File: src/rtl/serial_frame_tx_pkg.sv
// serial_frame_tx_pkg: shared definitions for the serial frame transmitter,
// the matching receiver and the benches.
//   state_t    - FSM state encoding (3 bits)
//   frame_len  - clocks per complete frame
//   cnt_w      - counter width helper, clog2(n) with a floor of 1
package serial_frame_tx_pkg;

  typedef enum logic [2:0] {
    IDLE   = 3'd0,
    START  = 3'd1,
    DATA   = 3'd2,
    PARITY = 3'd3,
    STOP   = 3'd4
  } state_t;

  // start + data + optional parity + stop, each CLKS_PER_BIT clocks long
  function automatic int frame_len(input int dw, input int cpb, input int pe);
    return (2 + dw + pe) * cpb;
  endfunction

  function automatic int cnt_w(input int n);
    return (n <= 1) ? 1 : $clog2(n);
  endfunction

endpackage

File: src/rtl/serial_bit_timer.sv
// serial_bit_timer: counts clocks within one serial bit.
//   clk      - clock
//   rst      - synchronous active-low reset
//   restart  - hold the count at 0 (used while the line is idle)
//   bit_end  - high on the last clock of each bit
module serial_bit_timer
  import serial_frame_tx_pkg::*;
#(
  parameter int CLKS_PER_BIT = 4
) (
  input  logic clk,
  input  logic rst,
  input  logic restart,
  output logic bit_end
);

  localparam int CW = cnt_w(CLKS_PER_BIT);
  localparam logic [CW-1:0] LAST = CW'(CLKS_PER_BIT - 1);

  logic [CW-1:0] cnt;

  // With CLKS_PER_BIT=1 the count sits at 0 and every clock ends a bit.
  assign bit_end = (cnt == LAST);

  always_ff @(posedge clk) begin
    if (!rst)                    cnt <= '0;
    else if (restart || bit_end) cnt <= '0;
    else                         cnt <= cnt + CW'(1);
  end

endmodule

File: src/rtl/serial_frame_tx.sv
// serial_frame_tx: parallel-to-serial frame transmitter.
// Frame: start(0), DATA_W data bits LSB first, optional even parity, stop(1),
// each held CLKS_PER_BIT clocks.
//   clk        - clock
//   rst        - synchronous active-low reset
//   din        - word to send, sampled on accept
//   din_valid  - din holds a word
//   din_ready  - idle, can accept (decoded from state)
//   tx         - serial line, registered, idles high
//   busy       - frame in progress, registered
//   done       - one-clock pulse after the stop bit, registered
module serial_frame_tx
  import serial_frame_tx_pkg::*;
#(
  parameter int DATA_W       = 8,
  parameter int CLKS_PER_BIT = 4,
  parameter int PARITY_EN    = 1
) (
  input  logic              clk,
  input  logic              rst,
  input  logic [DATA_W-1:0] din,
  input  logic              din_valid,
  output logic              din_ready,
  output logic              tx,
  output logic              busy,
  output logic              done
);

  localparam int BW = cnt_w(DATA_W);
  localparam logic [BW-1:0] LAST_BIT = BW'(DATA_W - 1);

  state_t            state;
  logic [DATA_W-1:0] shift;
  logic [DATA_W-1:0] shift_nx;
  logic [BW-1:0]     bit_cnt;
  logic              par;
  logic              bit_end;

  assign din_ready = (state == IDLE);
  assign shift_nx  = shift >> 1;

  // Timer held at 0 while idle so the start bit gets its full length.
  serial_bit_timer #(.CLKS_PER_BIT(CLKS_PER_BIT)) u_timer (
    .clk     (clk),
    .rst     (rst),
    .restart (din_ready),
    .bit_end (bit_end)
  );

  // tx is loaded one edge ahead with the value of the bit being entered.
  always_ff @(posedge clk) begin
    if (!rst) begin
      state   <= IDLE;
      tx      <= 1'b1;
      busy    <= 1'b0;
      done    <= 1'b0;
      shift   <= '0;
      bit_cnt <= '0;
      par     <= 1'b0;
    end else begin
      case (state)
        IDLE: begin
          done <= 1'b0;
          tx   <= 1'b1;
          busy <= 1'b0;
          if (din_valid) begin
            shift   <= din;
            par     <= ^din;
            bit_cnt <= '0;
            tx      <= 1'b0;
            busy    <= 1'b1;
            state   <= START;
          end
        end
        START: begin
          if (bit_end) begin
            tx    <= shift[0];
            state <= DATA;
          end
        end
        DATA: begin
          if (bit_end) begin
            if (bit_cnt == LAST_BIT) begin
              if (PARITY_EN != 0) begin
                tx    <= par;
                state <= PARITY;
              end else begin
                tx    <= 1'b1;
                state <= STOP;
              end
            end else begin
              bit_cnt <= bit_cnt + BW'(1);
              shift   <= shift_nx;
              tx      <= shift_nx[0];
            end
          end
        end
        PARITY: begin
          if (bit_end) begin
            tx    <= 1'b1;
            state <= STOP;
          end
        end
        STOP: begin
          if (bit_end) begin
            busy  <= 1'b0;
            done  <= 1'b1;
            state <= IDLE;
          end
        end
        default: begin
          tx    <= 1'b1;
          busy  <= 1'b0;
          done  <= 1'b0;
          state <= IDLE;
        end
      endcase
    end
  end

endmodule
File: config.mk
export PLATFORM = sky130hd
export DESIGN_NAME = serial_frame_tx
export DESIGN_NICKNAME = d
export VERILOG_FILES = /design/src/rtl/serial_frame_tx_pkg.sv /design/src/rtl/serial_bit_timer.sv /design/src/rtl/serial_frame_tx.sv
export SDC_FILE = /design/constraint.sdc
export NUM_CORES = 1
export LEC_CHECK = 0
export ABC_AREA = 1
export CAP_MARGIN = 30
export CORE_ASPECT_RATIO = 1.5
export CORE_MARGIN = 10
export CORE_UTILIZATION = 50
export DETAILED_ROUTE_END_ITERATION = 7
export DONT_BUFFER_PORTS = 1
export PLACE_DENSITY_LB_ADDON = 0.25
export SLEW_MARGIN = 5
export SYNTH_ARGS = -nofsm -noshare
export SYNTH_HDL_FRONTEND = slang
export SYNTH_SLANG_ARGS = --single-unit
File: constraint.sdc
create_clock -name clk -period 1.65 [get_ports clk]
set_input_delay 0.165 -clock clk [delete_from_list [all_inputs] [get_ports clk]]
set_output_delay 0.165 -clock clk [all_outputs]
set_load 0.005 [all_outputs]
==> results of run 1 <==
## layer usage
| layer | vias up | GRT usage [%] | wire (um) |
|---|---|---|---|
| met5 | - | 0 | 0 |
| met3 | 6 | 1.59 | 96 |
| met4 | 0 | 7.37 | 65 |
| met2 | 19 | 21.7 | 1350 |
| met1 | 517 | 12.0 | 1050 |
| li1 | 599 | - | - |
## power groups by stage
stage                     Clock (uW)  Sequential, uW  Combinational, uW
after floorplan                    0             809               1190
after global placement             0             859               1350
after detailed placement           0             865               1400
after CTS                        414             854               1460
after global routing             433             885               1880
final                            409             858               1610
## placed cells by master, fill, tap and decap left out, drive strengths merged
master / Yosys / routed
buf: 3 / 4
nand4: 1 / 1
nand2: 66 / 66
dfxtp: 20 / 20
o21ai: 18 / 18
clkinvlp: 0 / 1
bufinv: 0 / 1
nand3b: 2 / 2
o21a: 1 / 1
a21oi: 6 / 6
dlygate4sd3: 0 / 1
ha: 3 / 3
inv: 22 / 21
xnor2: 1 / 1
nor2: 38 / 38
clkbuf: 1 / 3
nand3: 8 / 8
## synthesized netlist by cell type
cell type / number / area, um2
sky130_fd_sc_hd__a21oi_2: 1 / 8.76
sky130_fd_sc_hd__nand3b_1: 1 / 7.51
sky130_fd_sc_hd__buf_6: 2 / 22.5
sky130_fd_sc_hd__nor2_4: 1 / 11.3
sky130_fd_sc_hd__o21ai_0: 18 / 90.1
sky130_fd_sc_hd__nand3_1: 8 / 40.0
sky130_fd_sc_hd__nand2_1: 65 / 244
sky130_fd_sc_hd__nand2_4: 1 / 11.3
sky130_fd_sc_hd__ha_1: 3 / 37.5
sky130_fd_sc_hd__clkbuf_1: 1 / 3.75
sky130_fd_sc_hd__dfxtp_1: 20 / 400
sky130_fd_sc_hd__nor2_1: 37 / 139
sky130_fd_sc_hd__nand3b_2: 1 / 11.3
sky130_fd_sc_hd__inv_1: 22 / 82.6
sky130_fd_sc_hd__nand4_1: 1 / 6.26
sky130_fd_sc_hd__buf_4: 1 / 7.51
sky130_fd_sc_hd__o21a_1: 1 / 7.51
sky130_fd_sc_hd__a21oi_1: 5 / 25.0
sky130_fd_sc_hd__xnor2_1: 1 / 8.76
## state kept, by name (all words and copies together) (netlist names)
signal / flops
shift: 8
tx: 1
par: 1
done: 1
u_timer.cnt: 2
busy: 1
state: 3
bit_cnt: 3
## cell families (layout without fill, tap and decap cells)
kind of cell,after synthesis,count (layout),share of synthesized area (%)
compound gates,25,25,11.3
simple gates,115,115,40.4
xor+xnor,1,1,0.752
fa+ha+maj,3,3,3.22
flops,20,20,34.4
buf+inv,26,31,9.99
## area by class of cell
class	instances	area, um2
Tap cell	23	28.8
Sequential cell	20	400
Fill cell	216	943
Inverter	22	86.3
Timing Repair Buffer	5	40.0
Multi-Input combinational cell	144	682
Clock buffer	3	22.5
Clock inverter	1	30.0
## worst max-delay path, cell delays in order (launching register included)
cell and delay, ns:
sky130_fd_sc_hd__dfxtp_1 0.53, sky130_fd_sc_hd__inv_1 0.12, sky130_fd_sc_hd__nand3_1 0.23, sky130_fd_sc_hd__nand2_1 0.13
sky130_fd_sc_hd__a21oi_4 0.20, sky130_fd_sc_hd__buf_4 0.17, sky130_fd_sc_hd__nor2_1 0.04, sky130_fd_sc_hd__nor2_1 0.10
## through the flow
stage	instances	worst slack, ns	util, %	power, uW
2_1_floorplan	190	0.202	-	2000
3_3_place_gp	212	0.0484	52.9	2210
3_5_place_dp	212	-0.0232	52.9	2270
4_1_cts	217	0.0250	56.3	2730
5_1_grt	218	-0.0207	57.8	3200
6_report	218	0.0748	57.8	2880
## worst paths after layout
| kind | start | end | slack [ns] | cells after the start |
|---|---|---|---|---|
| min reg2reg | u_timer.cnt[0] | u_timer.cnt[0] | 0.43 | 1 |
| max | state[1] | shift[4] | 0.07 | 7 |
| max reg2reg | state[1] | shift[4] | 0.07 | 7 |
| min | rst | shift[4] | 0.008 | 2 |
## timing repair
item | 4_1_cts | 5_1_grt
buffers inserted | 0 | 1
hold buffers | 1 | 0
pin swaps | 0 | 1
endpoints found under the setup margin | 9 | 12
hold endpoints to repair | 14 | 0
gates resized for setup | 3 | 11
==> results, run 1 <==
- The switching part of the total is 46.0%.
- The number of cell rows is 21.
- The number of diodes added for antenna fixing is 0.
- The number of detailed-route iterations in the first pass is 4.
- The number of maximum-capacitance violations is 0.
- At the pin with the least slew margin, the transition time is 0.453 ns.
- The worst setup path is launched from a flop.
- The HPWL after detailed placement is 1.91 mm.
- The die covers 4700 um2.
- The endpoint arrival time on the critical path is 1.83 ns.
- The post-route antenna net violation count is 0.
- The via count of the first global-routing pass is 1142.
- In this run the clock root is driven by a sky130_fd_sc_hd__clkbuf_4.
- The type of destination of the critical path is a flop.
- The number of antenna violations at the first check in global routing is 0.
- For this run, the total global-route usage over all layers was measured as 11.9%.
- In this run the tool buffered the top-level ports with 0 buffer cells.
- The insertion delay of the later-clocked pin in the worst-skew pair is 0.31 ns.
- The path class of the tightest hold or removal check is primary input to flop.
- After the last flow step, the layout net total stands at 210.
- The analysis attributes to cell leakage a power of 0.000663 uW.
- Clock-pin slew was measured on the worst setup and hold paths at 0.11 ns.
- The share of total power in sequential cells is 29.8%.
- The final count of pins violating max slew is 0.
- The maximum buffer depth of the clock tree is 2.
- Of the cells placed in the final design, the portion with a size suffix greater than 1 is 8.21%.
- The clock power share is 14.2%.
- The number of hold violations in the final report is 0.
- The setup-violating endpoint count in the final report is 0.
- The total placed instance area is 1180 um2.
- Summed over all layers, the routed wires come to 2.56 mm.
- The mean instance size in the synthesized netlist is 6.13 um2.
- Yosys mapped the design onto 19 distinct sky130hd cell types.
- After detailed routing, the number of vias per cell comes to 5.23.
- In this run, CTS created clock tree buffers numbering 3.
- In the routed design, unresolved DRC markers number 0.
- For this run, the number of Yosys warnings is 0.
- In this run the number of H-tree levels came out at 1.
- The worst supply voltage drop on vdd is 1.06 mV.
- The number of top-level pins is 15.
- The floorplan step set the die height to 79.1 um.
- In this run the worst path has a maximum fanout of 6.
- The kind of critical path is flop to flop.
- In this run, the combinational gates consume 56.0% of the power.
- After global routing the overflow that remains totals 0.
- The first routing iteration left 24 violations.
- The starting density of the core is 52.2%.
- The die width is 59.4 um.
- The cell count after synthesis came out at 190.
- The via count is 1141.
- The sequential-to-total area share from yosys stat is 34.4%.
- After synthesis the netlist holds a flip-flop and latch count of 20.
- The portion of the clock cycle consumed by the worst path in the final layout is 95.5%.
- The TritonCTS clock tree is yes.
- In this run the power spent charging and discharging nets is 1320 uW.
- The region available for standard cell placement spans 2230 um2.
- For this design the ratio of total power to cell area is 2230 nW/um2.
- After synthesis the cells add up to 1160 um2.
- When the netlist entered floorplanning its net count stood at 204.
- The endpoint required time on the critical path is 1.90 ns.
- The relative area change from synthesis to final layout is 10.7%.
- The finished cells cover 1290 um2.
- Entering global routing, the biggest net connects 17 pins.
- The final hold slack is 0.00798 ns.
- The post-layout minimum cycle time is 1.58 ns.
- The first global-routing pass estimated 4.62 mm of wire.
- Dividing the detail-routed wire length by the instance count gives 11.7 um.
- The setup TNS after final layout is 0 ns.
- Between clock sinks in the finished design, the worst skew comes to 0.00791 ns.
- The cell internal power dissipation is 1560 uW.
- The last weighted congestion value of the routability-driven placer is 0.944.
- The run finished with clean final reports.
- The clock sink count is 20.
- The worst pin sits at a relative slew slack of 69.7%.
- Based on the critical path, the design can be clocked at up to 0.635 GHz.
Note: power is estimated with default switching activity, not from simulation.
==> run 2: changes to the inputs <==
Settings changed: ABC_AREA 1 to not set.
==> run 2 against run 1 <==
  * Sequential share of layout area up 1.8 points
  * Die area down 5.0%
  * Critical path depth unchanged
  * Sequential power down 39%
  * Fmax down 1.8%
  * Power down 63%
  * Synthesized area down 7.1%
  * First-iteration DRC count up 17%
  * Synthesized cell count down 41%
  * Sequential cell count unchanged
  * Critical endpoint is now bit_cnt[0]
  * Largest cell class unchanged
  * Highest routed layer unchanged
==> results, run 2 <==
- The final core utilization is 59.8% (+2.0 points).
- The worst path buffer plus inverter count is 1 (-1).
- The relative area change from synthesis to final layout is 13.3%.
- TritonCTS built the clock tree.
- The biggest area consumer among synthesized cells is sky130_fd_sc_hd__dfxtp_1.
- The overall power of the completed layout was 1050 uW (-63%).
- The setup fix buffers added after clock tree synthesis was 0 (unchanged).
- The clock sink count is 20 (unchanged).
- The total of warnings raised by yosys was 0 (unchanged).
- The residual overflow from global routing is 0 (unchanged).
- The count of flip-flops with a built-in enable after synthesis was 0 (unchanged).
- The critical path goes through ha_4 > ha_4 > nand3b_4 > a211oi_4 > buf_6 > mux2i_1 > nor2b_1.
- The number of antenna violations at the first check in global routing is 0 (unchanged).
- The type of destination of the critical path is a flop.
- shift holds more flip-flops than any other register.
- The setup-violating endpoint count in the final report is 0 (unchanged).
- The library cell with the highest instance count after synthesis is sky130_fd_sc_hd__dfxtp_1.
- The die width was 58.0 um (-2.4%).
- The switching part of the total is 21.7% (-24 points).
- The total of fill cells in the finished design is 187 (-13%).
- The area share of the largest cell type after synthesis was 37.0% (+2.6 points).
- The endpoint arrival time on the critical path was 1.80 ns (-0.03 ns).
- The deepest level of the CTS H-tree is 1 (unchanged).
- The sequential-to-total area share from yosys stat is 37.0% (+2.6 points).
- The worst-margin pin slew is 0.529 ns (+0.0767 ns).
- The async set-or-reset flop fraction in the synthesized netlist is 0% (unchanged).
- The post-route antenna net violation count was 0 (unchanged).
- The largest net degree at the start of global routing is 17 (unchanged).
- The share of total power in sequential cells is 50.1% (+20 points).
- The overall die height came to 77.0 um (-2.7%).
- The post-route clock skew is 0.00641 ns (-0.00150 ns).
- The fraction of layout instances using a drive strength above 1 is 16.9% (+8.7 points).
- The power density over cell area was 858 nW/um2 (-62%).
- The number of synthesized register bits is 20 (unchanged).
- The number of maximum-capacitance violations is 0 (unchanged).
- The cell at the slowest stage of the critical path is sky130_fd_sc_hd__dfxtp_2.
- The number of hold violations in the final report was 0 (unchanged).
- STA classifies the critical path startpoint as a flop.
- The highest achievable clock rate was 0.623 GHz (-1.8%).
- The cell internal power dissipation is 824 uW (-47%).
- The multi-input combinational cell area came to 656 um2 (-3.9%).
- The final count of pins violating max slew is 0 (unchanged).
- The clock power share is 37.8% (+24 points).
- The largest registers in the layout are shift x8, bit_cnt x3, state x3.
- The most common cell type on the critical path is sky130_fd_sc_hd__ha_4.
- The portion of the clock cycle consumed by the worst path in the final layout is 97.3% (+1.8 points).
- Leaving out fill and tap cells, the most frequent cell in the layout is sky130_fd_sc_hd__dfxtp_1.
- In the synthesized netlist, the cells that appear most often are sky130_fd_sc_hd__dfxtp_1 (20), sky130_fd_sc_hd__nand2_1 (12), sky130_fd_sc_hd__mux2i_1 (11), sky130_fd_sc_hd__o211a_1 (7), sky130_fd_sc_hd__xnor2_1 (7).
- The worst supply voltage drop on vdd is 0.504 mV (-53%).
- The global-route wire length before repair is 3.71 mm (-20%).
- The count of unresolved DRC violations after routing came to 0 (unchanged).
- The number of diodes added for antenna fixing came to 0 (unchanged).
- The setup path with the least slack is of type flop to flop.
- The clock transition at the register clock pins on the worst setup and hold paths after CTS is 0.12 ns (about the same).
- The cell area after synthesis is 1080 um2 (-7.1%).
- The insertion delay of the later-clocked pin in the worst-skew pair came to 0.30 ns (about the same).
- The post-layout minimum cycle time is 1.60 ns (+0.0295 ns).
- The tree is rooted in a sky130_fd_sc_hd__clkbuf_4.
- The part of the total power dissipated in combinational logic is 12.2% (-44 points).
- The maximum fanout encountered on the critical timing path is 3 (-3).
- The wire length reported by the detailed router is 2.30 mm (-10%).
- The final critical-path setup slack is 0.0453 ns (-0.0295 ns).
- The maximum buffer depth of the clock tree is 2 (unchanged).
- The top cell family by delay on the critical path is flip-flops.
- The per-cell routed wire length is 16.4 um (+40%).
- The synthesized net count is 126 (-38%).
- The total die area was 4460 um2 (-5.0%).
- The number of DRC markers in iteration 0 was 28 (+17%).
- The final net count is 133 (-37%).
- The total routing usage reported by global routing is 10.1% (-1.8 points).
- The HPWL after detailed placement is 1.65 mm (-14%).
- The register area was 403 um2 (+0.62%).
- The delay of the slowest cell on the worst path was 0.36 ns (-0.17 ns).
- The final hold slack is 0.0140 ns (+0.00600 ns).
- The last weighted congestion value of the routability-driven placer is 0.742 (-21%).
- The via count was 808 (-29%).
- The area inside the core boundary is 2050 um2 (-8.1%).
- The number of cell rows is 20 (-4.8%).
- The endpoint required time on the critical path is 1.85 ns (-0.05 ns).
- The port buffer count was 0 (unchanged).
- In the post-synthesis netlist, the biggest area contributors are sky130_fd_sc_hd__dfxtp_1 (37%), sky130_fd_sc_hd__mux2i_1 (10%), sky130_fd_sc_hd__o211a_1 (6.5%).
- The post-route cell area is 1230 um2 (-4.9%).
- The run finished with clean final reports.
- The via count of the first global-routing pass is 828 (-27%).
- The number of top-level pins is 15 (unchanged).
- The mean instance size in the synthesized netlist is 9.66 um2 (+58%).
- The flip-flop count of the largest register, all copies and words added is 8 (unchanged).
- The starting density of the core is 52.7% (+0.59 points).
- Leaving out fill and tap cells, the most frequent cells in the layout are sky130_fd_sc_hd__dfxtp_1 (18), sky130_fd_sc_hd__nand2_1 (12), sky130_fd_sc_hd__mux2i_1 (11).
- The worst setup slack after placement was 0.0531 ns (+0.0763 ns).
- The switching power summed over all nets came to 228 uW (-83%).
- The number of buffers added by the clock tree synthesis step came to 3 (unchanged).
- For this run, the leading register cell type out of synthesis is sky130_fd_sc_hd__dfxtp_1.
- The number of detailed-route iterations in the first pass is 5 (+1).
- The class of the tightest hold or removal check is primary input to flop.
- The number of distinct library cells after synthesis is 34 (+15).
- The gate count of the mapped netlist is 112 (-41%).
- The total placed instance area is 1130 um2 (-4.1%).
- The relative max-transition margin is 64.6% (-5.1 points).
- The routed via count divided by cell count came to 5.77 (+10%).
- The leakage power of the design is 0.000545 uW (-18%).
-- run 2: changes by cell type in the layout (fill, tap and decap cells not counted), sizes merged, moves of 7 or more --
cell,delta
o211a,+7
o21ai,-12
mux2i,+11
nor2,-35
nand2,-54
inv,-21
-- run 2: timing repair --
item | 4_1_cts | 5_1_grt
hold endpoints to repair | 15 | 1
gates resized for setup | 0 | 5
endpoints found under the setup margin | 0 | 9
hold buffers | 1 | 1
-- run 2: power groups by stage --
stage / Sequential [uW] / Combinational [uW] / Clock, uW
global route: 529 / 143 / 431
detailed placement: 537 / 117 / 0
global placement: 535 / 113 / 0
floorplan: 529 / 103 / 0
CTS: 527 / 124 / 404
finish: 527 / 128 / 397
-- run 2: worst reg2reg max path, stage by stage (launching register included) --
cell                       delay (ns)
sky130_fd_sc_hd__dfxtp_2         0.36
sky130_fd_sc_hd__ha_4            0.16
sky130_fd_sc_hd__ha_4            0.16
sky130_fd_sc_hd__nand3b_4        0.16
sky130_fd_sc_hd__a211oi_4        0.27
sky130_fd_sc_hd__buf_6           0.15
sky130_fd_sc_hd__mux2i_1         0.19
sky130_fd_sc_hd__nor2b_1         0.06
-- run 2: area by class of cell --
type | instances | area share [%]
clock buffers | 3 | 1.84
clock inverters | 1 | 2.45
multi-input cells | 84 | 53.5
flip-flops and latches | 20 | 32.9
well taps | 22 | 2.24
repair buffers | 10 | 7.14
-- run 2: routing by layer --
| metal | track usage [%] | up-vias | wire length (um) |
|---|---|---|---|
| li1 | - | 403 | - |
| met1 | 10.6 | 387 | 891 |
| met2 | 17.9 | 16 | 1240 |
| met3 | 2.80 | 2 | 147 |
| met4 | 4.25 | 0 | 17 |
| met5 | 0 | - | 0 |
-- run 2: per-stage QoR --
stage	setup TNS, ns	instances
after floorplan	0	112
final	0	140
after detailed placement	0	134
after CTS	0	139
after global placement	0	134
after global routing	-0.122	140
-- run 2: worst paths after layout --
path / from / endpoint / slack [ns] / cells after the start
max: bit_cnt[0] / bit_cnt[0] / 0.05 / 7
min: rst / state[0] / 0.01 / 2
max reg2reg: bit_cnt[0] / bit_cnt[0] / 0.05 / 7
min reg2reg: u_timer.cnt[0] / u_timer.cnt[0] / 0.44 / 1
-- run 2: cells by family (layout without fill, tap and decap cells) --
family	count (synthesis)	after routing	share of synthesized area, %
flip-flops	20	20	37.0
adder cells (fa/ha/maj)	3	3	3.47
AO/OA/AOI/OAI	22	22	15.7
AND/OR/NAND/NOR	39	39	21.4
buffers and inverters	8	14	4.74
XOR/XNOR	8	8	6.47
multiplexers	12	12	11.2
==> run 3: changes to the inputs <==
Settings changed: CORE_UTILIZATION 50 to 40, TNS_END_PERCENT set to 100.
==> run 3 against run 2 <==
  * Die area increased by 17%
  * Wire length down 3.4%
  * Fmax fell by 1.9%
  * Core utilization down 11 points
  * Design area grew 4.3%
  * Worst setup slack worse by 0.031 ns
  * Sequential cell count unchanged
  * Clock power increased by 22%
  * Via count is 0.74% lower
==> results, run 3 (synthesis gave the netlist of run 2 again) <==
- The flow ran to the end, and the final reports show no timing, DRC or antenna violations.
- The final hold slack was 0.0349 ns (+0.0209 ns).
- The last weighted congestion value of the routability-driven placer is 0.716 (-3.5%).
- The total die area is 5230 um2 (+17%).
- The via count of the first global-routing pass is 828 (unchanged).
- The highest achievable clock rate is 0.611 GHz (-1.9%).
- The overall die height is 83.7 um (+8.7%).
- The number of maximum-capacitance violations is 0 (unchanged).
- The class of the tightest hold or removal check is primary input to flop.
- The clock transition at the register clock pins on the worst setup and hold paths after CTS is 0.08 ns (-0.04 ns).
- The deepest level of the CTS H-tree was 1 (unchanged).
- The HPWL after detailed placement is 1.61 mm (-2.6%).
- The flip-flop count of the largest register, all copies and words added is 8 (unchanged).
- The via count is 802 (-0.74%).
- The global-route wire length before repair came to 3.66 mm (-1.1%).
- The endpoint arrival time on the critical path is 1.78 ns (-0.02 ns).
- The power density over cell area is 883 nW/um2 (+3.0%).
- The total of fill cells in the finished design is 261 (+40%).
- The relative max-transition margin is 74.0% (+9.4 points).
- The area inside the core boundary is 2650 um2 (+29%).
- The final core utilization was 48.3% (-11 points).
- TritonCTS built the clock tree.
- The number of diodes added for antenna fixing is 0 (unchanged).
- The instance count after placement with tap cells included is 149 (+11%).
- The overall power of the completed layout is 1130 uW (+7.4%).
- The most common cell after layout, fill and taps aside is sky130_fd_sc_hd__dfxtp_1.
- The number of buffers added by the clock tree synthesis step is 3 (unchanged).
- The instance count along the most critical hold path came to 1 (-1).
- The count of unresolved DRC violations after routing is 0 (unchanged).
- The final count of pins violating max slew is 0 (unchanged).
- The maximum fanout encountered on the critical timing path is 3 (unchanged).
- The post-layout minimum cycle time is 1.64 ns (+0.0312 ns).
- The per-cell routed wire length was 14.1 um (-14%).
- The insertion delay of the later-clocked pin in the worst-skew pair is 0.25 ns (-0.05 ns).
- The post-route clock skew is 0.00231 ns (-0.00409 ns).
- The wire length reported by the detailed router was 2.22 mm (-3.4%).
- The portion of the clock cycle consumed by the worst path in the final layout is 99.1% (+1.9 points).
- The number of top-level pins came to 15 (unchanged).
- The critical path in this run is classified as flop to flop.
- The total routing usage reported by global routing is 8.28% (-1.8 points).
- The number of hold violations in the final report is 0 (unchanged).
- The endpoint required time on the critical path came to 1.80 ns (-0.05 ns).
- The final net count is 135 (+1.5%).
- The largest registers in the layout are shift x8, bit_cnt x3, state x3.
- The clock sink count is 20 (unchanged).
- The maximum buffer depth of the clock tree is 2 (unchanged).
- The number of DRC markers in iteration 0 is 24 (-14%).
- Relative to the synthesized area, the layout overhead comes to 18.2%.
- The cell count of the worst reg-to-reg path is 7 (unchanged).
- The final critical-path setup slack is 0.0141 ns (-0.0312 ns).
- The worst setup path is launched from a flop.
- The worst-margin pin slew was 0.388 ns (-0.141 ns).
- The setup-violating endpoint count in the final report is 0 (unchanged).
- The root buffer selected by CTS is sky130_fd_sc_hd__clkbuf_8.
- The worst supply voltage drop on vdd is 0.561 mV (+11%).
- The type of destination of the critical path is a flop.
- The die width is 62.5 um (+7.7%).
- The number of cell rows is 23 (+15%).
- The port buffer count was 0 (unchanged).
- The worst setup slack after placement is 0.0615 ns (+0.00838 ns).
- The largest net degree at the start of global routing is 20 (+3).
- The number of detailed-route iterations in the first pass came to 3 (-2).
- Ranked by flip-flop count, first place goes to shift.
- The number of antenna violations at the first check in global routing came to 0 (unchanged).
- The fraction of layout instances using a drive strength above 1 is 19.2% (+2.2 points).
- The post-route antenna net violation count is 0 (unchanged).
- The final cell count without fillers is 157 (+12%).
- The residual overflow from global routing is 0 (unchanged).
- Setup repair after global routing could not meet its margin everywhere.
- The routed via count divided by cell count is 5.11 (-11%).
- The starting density of the core is 40.9% (-12 points).
- The leakage power of the design is 0.000566 uW (+3.8%).
- The library cells used most frequently in the layout, excluding fill and tap cells, are sky130_fd_sc_hd__dfxtp_1 (18), sky130_fd_sc_hd__nand2_1 (12), sky130_fd_sc_hd__mux2i_1 (11).
run 3: cell count changes in the layout (fill, tap and decap cells not counted), sizes merged:
cell / previous run / this run
dlygate4sd3: 2 / 1
buf: 8 / 11
run 3: layer usage:
layer | track usage, % | wire length (um) | part of all wire (%) | up-vias
li1 | - | - | - | 406
met1 | 7.79 | 819 | 37 | 382
met2 | 15.4 | 1230 | 55 | 12
met3 | 3.09 | 150 | 6.8 | 2
met4 | 3.67 | 19 | 0.86 | 0
met5 | 0 | 0 | 0 | -
run 3: per-stage QoR:
| step | cell area [um2] | TNS, ns |
|---|---|---|
| after CTS | 1230 | 0 |
| final | 1280 | 0 |
| after global routing | 1280 | -0.204 |
| after global placement | 1150 | 0 |
| after detailed placement | 1150 | 0 |
| after floorplan | 1100 | 0 |
run 3: final timing paths:
| path | from | end | slack [ns] |
|---|---|---|---|
| max reg2reg | bit_cnt[0] | bit_cnt[1] | 0.01 |
| max | bit_cnt[0] | bit_cnt[1] | 0.01 |
| min | rst | done | 0.03 |
| min reg2reg | u_timer.cnt[0] | u_timer.cnt[0] | 0.43 |
run 3: repair_timing:
action / 4_1_cts / 5_1_grt
endpoints found under the hold margin: 1 / 0
setup buffers: 0 / 3
hold buffers: 1 / 0
endpoints found under the setup margin: 0 / 8
gates resized for setup: 0 / 6
run 3: area by class of cell:
cell class	instances	area (um2)	share of cell area [%]
timing repair buffer	12	100	7.83
sequential	20	405	31.7
clock inverter	1	30.0	2.35
tap	37	46.3	3.62
multi-input combinational	84	656	51.3
clock buffer	3	41.3	3.23
run 3: critical path: stages, from the launching register on:
cell and delay, ns:
sky130_fd_sc_hd__dfxtp_4 0.36, sky130_fd_sc_hd__ha_4 0.15, sky130_fd_sc_hd__ha_4 0.15, sky130_fd_sc_hd__nand3b_4 0.16
sky130_fd_sc_hd__a211oi_4 0.31, sky130_fd_sc_hd__buf_6 0.16, sky130_fd_sc_hd__mux2i_1 0.19, sky130_fd_sc_hd__nor2b_1 0.06
run 3: report_power, final:
part | internal (uW) | leakage, uW | switching, uW
logic | 68.1 | 0.000364 | 50.9
registers | 507 | 0.000165 | 19.3
clock network | 324 | 0.0000357 | 161
total | 898 | 0.000566 | 231
